File: src/rtl/hazard_pkg.sv
// hazard_pkg: shared definitions for the hazard/forwarding unit.
//   - FSM state encoding
//   - forward-select codes (mux input order: 0=reg, 1=WB, 2=MEM)
//   - flush_vec bit positions
//   - saturating 16-bit increment used by the perf counters
package hazard_pkg;

    typedef enum logic [1:0] {
        RUN      = 2'd0,
        LU_STALL = 2'd1,
        MEM_WAIT = 2'd2,
        FLUSH    = 2'd3
    } hz_state_t;

    localparam logic [1:0] FWD_REG = 2'd0;
    localparam logic [1:0] FWD_WB  = 2'd1;
    localparam logic [1:0] FWD_MEM = 2'd2;

    localparam int FL_IF_ID  = 0;
    localparam int FL_ID_EX  = 1;
    localparam int FL_EX_MEM = 2;

    // Width of the memory-wait down-counter (MEM_LAT <= 8 -> load value <= 6).
    localparam int WAIT_W = 4;

    function automatic logic [15:0] sat_inc16(input logic [15:0] v);
        return (v == 16'hFFFF) ? v : v + 16'd1;
    endfunction

endpackage

File: src/rtl/fwd_sel_mux.sv
// fwd_sel_mux: per-operand forwarding select and operand mux.
//   en           : when low, select is forced to the register operand
//   rs, rs_data  : EX source index and its register-file/immediate value
//   mem_*        : EX/MEM destination, controls and ALU result
//   wb_*         : MEM/WB destination, write enable and write-back data
//   sel, fwd     : chosen source code and the forwarded operand
// A load sitting in MEM has no data yet, so it is never a MEM source;
// the load-use stall lets it arrive through WB instead. x0 never forwards.
module fwd_sel_mux
    import hazard_pkg::*;
#(
    parameter int XLEN   = 32,
    parameter int REG_AW = 5
) (
    input  logic              en,
    input  logic [REG_AW-1:0] rs,
    input  logic [XLEN-1:0]   rs_data,
    input  logic [REG_AW-1:0] mem_rd,
    input  logic              mem_regw,
    input  logic              mem_memr,
    input  logic [XLEN-1:0]   mem_alu_rslt,
    input  logic [REG_AW-1:0] wb_rd,
    input  logic              wb_regw,
    input  logic [XLEN-1:0]   wb_data,
    output logic [1:0]        sel,
    output logic [XLEN-1:0]   fwd
);

    always_comb begin
        sel = FWD_REG;
        fwd = rs_data;
        if (en) begin
            if (mem_regw && (mem_rd != '0) && (mem_rd == rs) && !mem_memr) begin
                sel = FWD_MEM;
                fwd = mem_alu_rslt;
            end else if (wb_regw && (wb_rd != '0) && (wb_rd == rs)) begin
                sel = FWD_WB;
                fwd = wb_data;
            end
        end
    end

endmodule

File: src/rtl/hazard_fwd_unit.sv
// hazard_fwd_unit: EX operand forwarding plus pipeline hazard control.
//   clk, start       : clock and synchronous active-low reset
//   id_*             : ID-stage source indices and use flags (load-use check)
//   ex_*             : ID/EX sources, operands, destination and controls
//   mem_*            : EX/MEM destination, controls and ALU result
//   wb_*             : MEM/WB destination, write enable and write-back data
//   br_taken         : branch resolved taken in MEM
//   sel_a/b, fwd_a/b : forwarding selects and forwarded ALU operands
//   pc_hold, if_id_hold, id_ex_bubble, ex_mem_hold, mem_wb_hold : stall controls
//   flush_vec        : bit0 IF/ID, bit1 ID/EX, bit2 EX/MEM
//   stall_cnt, flush_cnt : saturating perf counters
// Build option: HAZARD_PERF_CNT_EN builds the perf counters; otherwise both
// counter outputs are tied to zero and no counter flops exist.
// Hold/bubble outputs are decoded from state and current inputs so that a
// hazard stalls the very cycle it is detected; flush_vec is decoded from
// state alone (one cycle after br_taken).
module hazard_fwd_unit
    import hazard_pkg::*;
#(
    parameter int XLEN         = 32,
    parameter int REG_AW       = 5,
    parameter int MEM_LAT      = 1,
    parameter int FLUSH_STAGES = 3
) (
    input  logic              clk,
    input  logic              start,
    input  logic [REG_AW-1:0] id_rs1,
    input  logic [REG_AW-1:0] id_rs2,
    input  logic              id_rs1_used,
    input  logic              id_rs2_used,
    input  logic [REG_AW-1:0] ex_rs1,
    input  logic [REG_AW-1:0] ex_rs2,
    input  logic [XLEN-1:0]   ex_rs1_data,
    input  logic [XLEN-1:0]   ex_rs2_data,
    input  logic [REG_AW-1:0] ex_rd,
    input  logic              ex_regw,
    input  logic              ex_memr,
    input  logic [REG_AW-1:0] mem_rd,
    input  logic              mem_regw,
    input  logic              mem_memr,
    input  logic              mem_memw,
    input  logic [XLEN-1:0]   mem_alu_rslt,
    input  logic [REG_AW-1:0] wb_rd,
    input  logic              wb_regw,
    input  logic [XLEN-1:0]   wb_data,
    input  logic              br_taken,
    output logic [1:0]        sel_a,
    output logic [1:0]        sel_b,
    output logic [XLEN-1:0]   fwd_a,
    output logic [XLEN-1:0]   fwd_b,
    output logic              pc_hold,
    output logic              if_id_hold,
    output logic              id_ex_bubble,
    output logic              ex_mem_hold,
    output logic              mem_wb_hold,
    output logic [2:0]        flush_vec,
    output logic [15:0]       stall_cnt,
    output logic [15:0]       flush_cnt
);

    localparam int NUM_OPS = 2;
    localparam logic [2:0] FLUSH_MASK = 3'((1 << FLUSH_STAGES) - 1);
    // The detecting RUN cycle is the first hold cycle, so the counter covers
    // the remaining MEM_LAT-2 before the releasing cycle.
    localparam logic [WAIT_W-1:0] WAIT_INIT = WAIT_W'((MEM_LAT > 1) ? MEM_LAT - 2 : 0);

    // ---------------- forwarding ----------------
    logic [NUM_OPS-1:0][REG_AW-1:0] op_rs;
    logic [NUM_OPS-1:0][XLEN-1:0]   op_data;
    logic [NUM_OPS-1:0][XLEN-1:0]   op_fwd;
    logic [NUM_OPS-1:0][1:0]        op_sel;

    assign op_rs   = {ex_rs2, ex_rs1};
    assign op_data = {ex_rs2_data, ex_rs1_data};

    for (genvar i = 0; i < NUM_OPS; i++) begin : g_op
        fwd_sel_mux #(.XLEN(XLEN), .REG_AW(REG_AW)) u_mux (
            .en           (start),
            .rs           (op_rs[i]),
            .rs_data      (op_data[i]),
            .mem_rd       (mem_rd),
            .mem_regw     (mem_regw),
            .mem_memr     (mem_memr),
            .mem_alu_rslt (mem_alu_rslt),
            .wb_rd        (wb_rd),
            .wb_regw      (wb_regw),
            .wb_data      (wb_data),
            .sel          (op_sel[i]),
            .fwd          (op_fwd[i])
        );
    end

    assign sel_a = op_sel[0];
    assign sel_b = op_sel[1];
    assign fwd_a = op_fwd[0];
    assign fwd_b = op_fwd[1];

    // ---------------- hazard detection ----------------
    hz_state_t         state;
    logic [WAIT_W-1:0] wait_cnt;
    logic              lu_hit, mem_acc;
    logic              hold_all, lu_stall;

    assign lu_hit = ex_memr && ex_regw && (ex_rd != '0) &&
                    ((id_rs1_used && (id_rs1 == ex_rd)) ||
                     (id_rs2_used && (id_rs2 == ex_rd)));
    assign mem_acc = (mem_memr || mem_memw) && (MEM_LAT > 1);

    always_comb begin
        hold_all  = 1'b0;
        lu_stall  = 1'b0;
        flush_vec = 3'b000;
        if (start) begin
            unique case (state)
                RUN: begin
                    // br_taken wins: the ID instruction is flushed anyway.
                    if (!br_taken) begin
                        if (mem_acc)     hold_all = 1'b1;
                        else if (lu_hit) lu_stall = 1'b1;
                    end
                end
                MEM_WAIT: hold_all  = (wait_cnt != '0);
                FLUSH:    flush_vec = FLUSH_MASK;
                default:  ;
            endcase
        end
    end

    assign pc_hold      = hold_all | lu_stall;
    assign if_id_hold   = hold_all | lu_stall;
    assign id_ex_bubble = lu_stall;
    assign ex_mem_hold  = hold_all;
    assign mem_wb_hold  = hold_all;

    always_ff @(posedge clk) begin
        if (!start) begin
            state    <= RUN;
            wait_cnt <= '0;
        end else begin
            unique case (state)
                RUN: begin
                    if (br_taken) begin
                        state <= FLUSH;
                    end else if (mem_acc) begin
                        state    <= MEM_WAIT;
                        wait_cnt <= WAIT_INIT;
                    end else if (lu_hit) begin
                        state <= LU_STALL;
                    end
                end
                LU_STALL: state <= RUN;
                MEM_WAIT: begin
                    // The access that caused the wait is not re-examined here.
                    if (wait_cnt == '0) state <= RUN;
                    else                wait_cnt <= wait_cnt - 1'b1;
                end
                FLUSH:    state <= RUN;
                default:  state <= RUN;
            endcase
        end
    end

    // ---------------- perf counters ----------------
`ifdef HAZARD_PERF_CNT_EN
    logic [15:0] stall_q, flush_q;
    logic        flush_entry;

    assign flush_entry = start && (state == RUN) && br_taken;

    always_ff @(posedge clk) begin
        if (!start) begin
            stall_q <= '0;
            flush_q <= '0;
        end else begin
            if (pc_hold)     stall_q <= sat_inc16(stall_q);
            if (flush_entry) flush_q <= sat_inc16(flush_q);
        end
    end

    assign stall_cnt = stall_q;
    assign flush_cnt = flush_q;
`else
    assign stall_cnt = '0;
    assign flush_cnt = '0;
`endif

endmodule

File: config.mk
export PLATFORM = sky130hd
export DESIGN_NAME = hazard_fwd_unit
export DESIGN_NICKNAME = d
export VERILOG_FILES = /design/src/rtl/hazard_pkg.sv /design/src/rtl/fwd_sel_mux.sv /design/src/rtl/hazard_fwd_unit.sv
export SDC_FILE = /design/constraint.sdc
export NUM_CORES = 1
export LEC_CHECK = 0
export CAP_MARGIN = 20
export CORE_AREA = 2 2 110 112
export CTS_BUF_LIST = sky130_fd_sc_hd__clkbuf_2
export CTS_CLUSTER_SIZE = 40
export DETAILED_ROUTE_END_ITERATION = 16
export DIE_AREA = 0 0 112 114
export PLACE_DENSITY = 0.78
export SLEW_MARGIN = 20
export SYNTH_ARGS = -nofsm -noshare
export SYNTH_HDL_FRONTEND = slang
export SYNTH_HIERARCHICAL = 1
export SYNTH_SLANG_ARGS = --single-unit
File: constraint.sdc
create_clock -name clk -period 2 [get_ports clk]
set_input_delay 0.2 -clock clk [delete_from_list [all_inputs] [get_ports clk]]
set_output_delay 0.2 -clock clk [all_outputs]
set_load 0.02 [all_outputs]
==> results.md <==
- Status: complete, no violations
- Final Skew: 10.83 ps
- Yosys reg bits: 6
- Total track usage: 20.27%
- Share of cells above drive strength 1: 32.76%
- Pwr dens: 246.7 nW/µm²
- First-pass GRT wire length: 20990 µm
- Worst path most repeated cell: buf_4
- Synth Instances: 351
- Largest fanout on the critical path: 5
- Cts hold-fix bufs: 0
- Reg2Reg Setup Slack: 570 ps
- Critical path class: input port to output port
- Initial antenna violation count: 0
- Seq pwr share: 8.5%
- Clock Latency Late Sink: 220 ps
- HPWL after DPL: 10450 µm
- WP data arrival: 1780 ps
- Routed wire length per instance: 18.97 µm
- IO buf count: 248
- Startpoint types: input port
- Ys flop type: dfxtp_1
- Post-DR vias/cell: 5.147
- Maximum clock insertion buffer count: 2
- Fmax achieved: 506.1 MHz
- CP required: 1800 ps
- Minimum clock period: 1976 ps
- CP Buf/Inv Count: 6
- Fin util: 50.50%
- Fin. max-slew vios: 0
- Critical Path End Type: output port
- Internal power: 807.2 µW
- Die width: 112 µm
- Psw: 651.8 µW
- RSZ-0062 raised after global routing: yes
- CTS clock-pin slew for the worst setup and hold paths: 50 ps
- Drt initial violations: 196
- Combinational Power Share: 85.7%
- Post-synth ARST share: 0%
- DRT Pass-1 Iters: 5
- Max VDD drop: 140.4 µV
- Grt ovf: 0
- Hold Vio Cnt, Final: 0
- CTS tree: done
- Rows: 40
- Sequential area share after synthesis: 4.432%
- Critical path, cell by cell: buf_4 > o41ai_4 > buf_4 > a2111oi_4 > buf_6 > buf_12 > buf_4 > a22oi_2 > o21ai_2 > buf_6
- Gp weighted congestion: 0.8385
- Core ar.: 11710 µm²
- Initial Util: 23.14%
- Cell Area, Synth: 2710 µm²
- Vias in the first global route: 4099
- DR vias: 4025
- Largest net degree at the start of global routing: 33
- Die area: 12770 µm²
- Worst Hold Class: flip-flop to flip-flop
- Delay-heaviest family, CP: buffers and inverters
- IO Pins: 282
- Net Sw Frac: 44.68%
- Root buffer cell: clkbuf_2
- Die Span Y: 114 µm
- Power, Total: 1.459 mW
- Max-cap violations: 0
- Number of buffers created by CTS: 3
- Clock Sinks: 6
- Yosys cell types: 39
- Largest stage delay, worst path: 380 ps
- Final Setup Violations: 0
- Diode count: 0
- Number of flops mapped to enable cells by yosys: 0
- CP max-delay cell: o41ai_4
- Leak: 2.291 nW
- H-Tree Depth: 1
- Synthesis Warnings: 6
- Fin nets: 812
- Remaining DRCs: 0
- Mapped Avg Cell Area: 7.721 µm²
- Crit share post-route: 98.79%
- Synth-to-layout area growth: 118.2%
- Clock Power Share: 5.7%
- WL final: 14840 µm
- ANT nets after route: 0
## through the flow
stage / setup WS, ps / hold WS [ps] / std cells / area (µm²) / setup TNS [ps]
2_1_floorplan: 125.1 / 321.7 / 382 / 2826 / 0
3_3_place_gp: -869.9 / 499.7 / 752 / 5418 / -54380
3_5_place_dp: -910.1 / 528.7 / 752 / 5418 / -56290
4_1_cts: -14.22 / 542.3 / 778 / 5535 / -14.22
5_1_grt: -20.82 / 566.7 / 782 / 5914 / -117.9
6_report: 24.28 / 541.6 / 782 / 5914 / 0
## power groups by stage
stage / registers [mW] / clock network (mW) / logic [mW]
2_1_floorplan: 0.127 / 0 / 0.530
3_5_place_dp: 0.127 / 0 / 1.21
5_1_grt: 0.125 / 0.0961 / 1.32
3_3_place_gp: 0.127 / 0 / 1.19
6_report: 0.125 / 0.0833 / 1.25
4_1_cts: 0.125 / 0.0879 / 1.15
## logic make-up after synthesis
kind of cell | synth area share, %
adder cells (fa/ha/maj) | 0.4616
other | 0.1384
AND/OR/NAND/NOR | 8.172
AO/OA/AOI/OAI | 38.00
buffers and inverters | 15.79
XOR/XNOR | 9.372
flip-flops | 4.432
multiplexers | 23.64
## area by class of cell
type	instances	area, µm²
flip-flops and latches	6	120.1
multi-input cells	312	2565
fillers	1094	5797
repair buffers	310	3015
well taps	147	183.9
inverters	4	15.01
clock buffers	3	15.01
## state kept, by name (all words and copies together) (netlist names)
| name | cells |
|---|---|
| state | 2 |
| wait_cnt | 4 |
## synthesized netlist by cell type (2+ instances only)
master | count | area share, %
mux2i_1 | 64 | 24
and2_1 | 4 | 0.92
o41ai_2 | 2 | 1.2
clkbuf_1 | 12 | 1.7
xnor2_1 | 20 | 6.5
a211o_1 | 2 | 0.65
nor4_1 | 2 | 0.46
nand3b_1 | 2 | 0.55
a21oi_1 | 2 | 0.37
xor2_1 | 9 | 2.9
o21ai_1 | 60 | 11
nor2_1 | 7 | 0.97
a22oi_1 | 64 | 18
buf_2 | 6 | 1.1
o21ai_0 | 5 | 0.92
nand2_1 | 9 | 1.2
and3_1 | 4 | 0.92
buf_4 | 36 | 10
a211oi_4 | 2 | 1.5
buf_6 | 6 | 2.5
o41ai_1 | 2 | 0.65
nand3_1 | 5 | 0.92
a2111oi_4 | 2 | 2.0
inv_1 | 4 | 0.55
dfxtp_1 | 6 | 4.4
## placed cells by master, fill, tap and decap left out, types with 4 or more instances in the layout
cell type / instances
a22oi_1: 50
a22oi_2: 14
and2_1: 4
and3_1: 4
buf_12: 12
buf_2: 30
buf_4: 70
buf_6: 27
clkbuf_2: 5
clkdlybuf4s50_1: 148
conb_1: 32
dfxtp_1: 6
dlygate4sd2_1: 8
mux2i_1: 62
nand2_1: 6
nand3_2: 4
nor2_1: 4
o21ai_1: 60
xnor2_1: 7
xnor2_2: 13
xor2_1: 9
## worst reg2reg max path, cell delays in order, from the launching register on
cell	delay (ps)
dfxtp_1	300
inv_1	80
ha_1	200
or3b_2	470
xnor2_1	130
and2_1	150
## what timing repair did
item / CTS / global route
resized for setup: 421 / 109
gates cloned: 5 / 2
setup endpoints to repair: 73 / 69
setup buffers: 18 / 7
pin swaps: 27 / 36
## worst paths after layout
| check | startpoint | end | cells after the start |
|---|---|---|---|
| min | wait_cnt[1]$_SDFFE_PN0P_ | wait_cnt[1]$_SDFFE_PN0P_ | 1 |
| max | ex_rs1[3] | fwd_a[6] | 10 |
| min reg2reg | wait_cnt[1]$_SDFFE_PN0P_ | wait_cnt[1]$_SDFFE_PN0P_ | 1 |
| max reg2reg | wait_cnt[0]$_SDFFE_PN0P_ | wait_cnt[2]$_SDFFE_PN0P_ | 5 |
## layer usage
layer | part of all wire (%) | GRT usage, % | wire (µm) | up-vias
met5 | 0 | 0 | 0 | -
met4 | 2.4 | 6.748 | 359 | 0
met3 | 6.7 | 2.763 | 997 | 29
met2 | 53 | 38.75 | 7847 | 227
met1 | 38 | 23.16 | 5631 | 1918
li1 | - | - | - | 1851
Note: power is estimated with default switching activity, not from simulation.
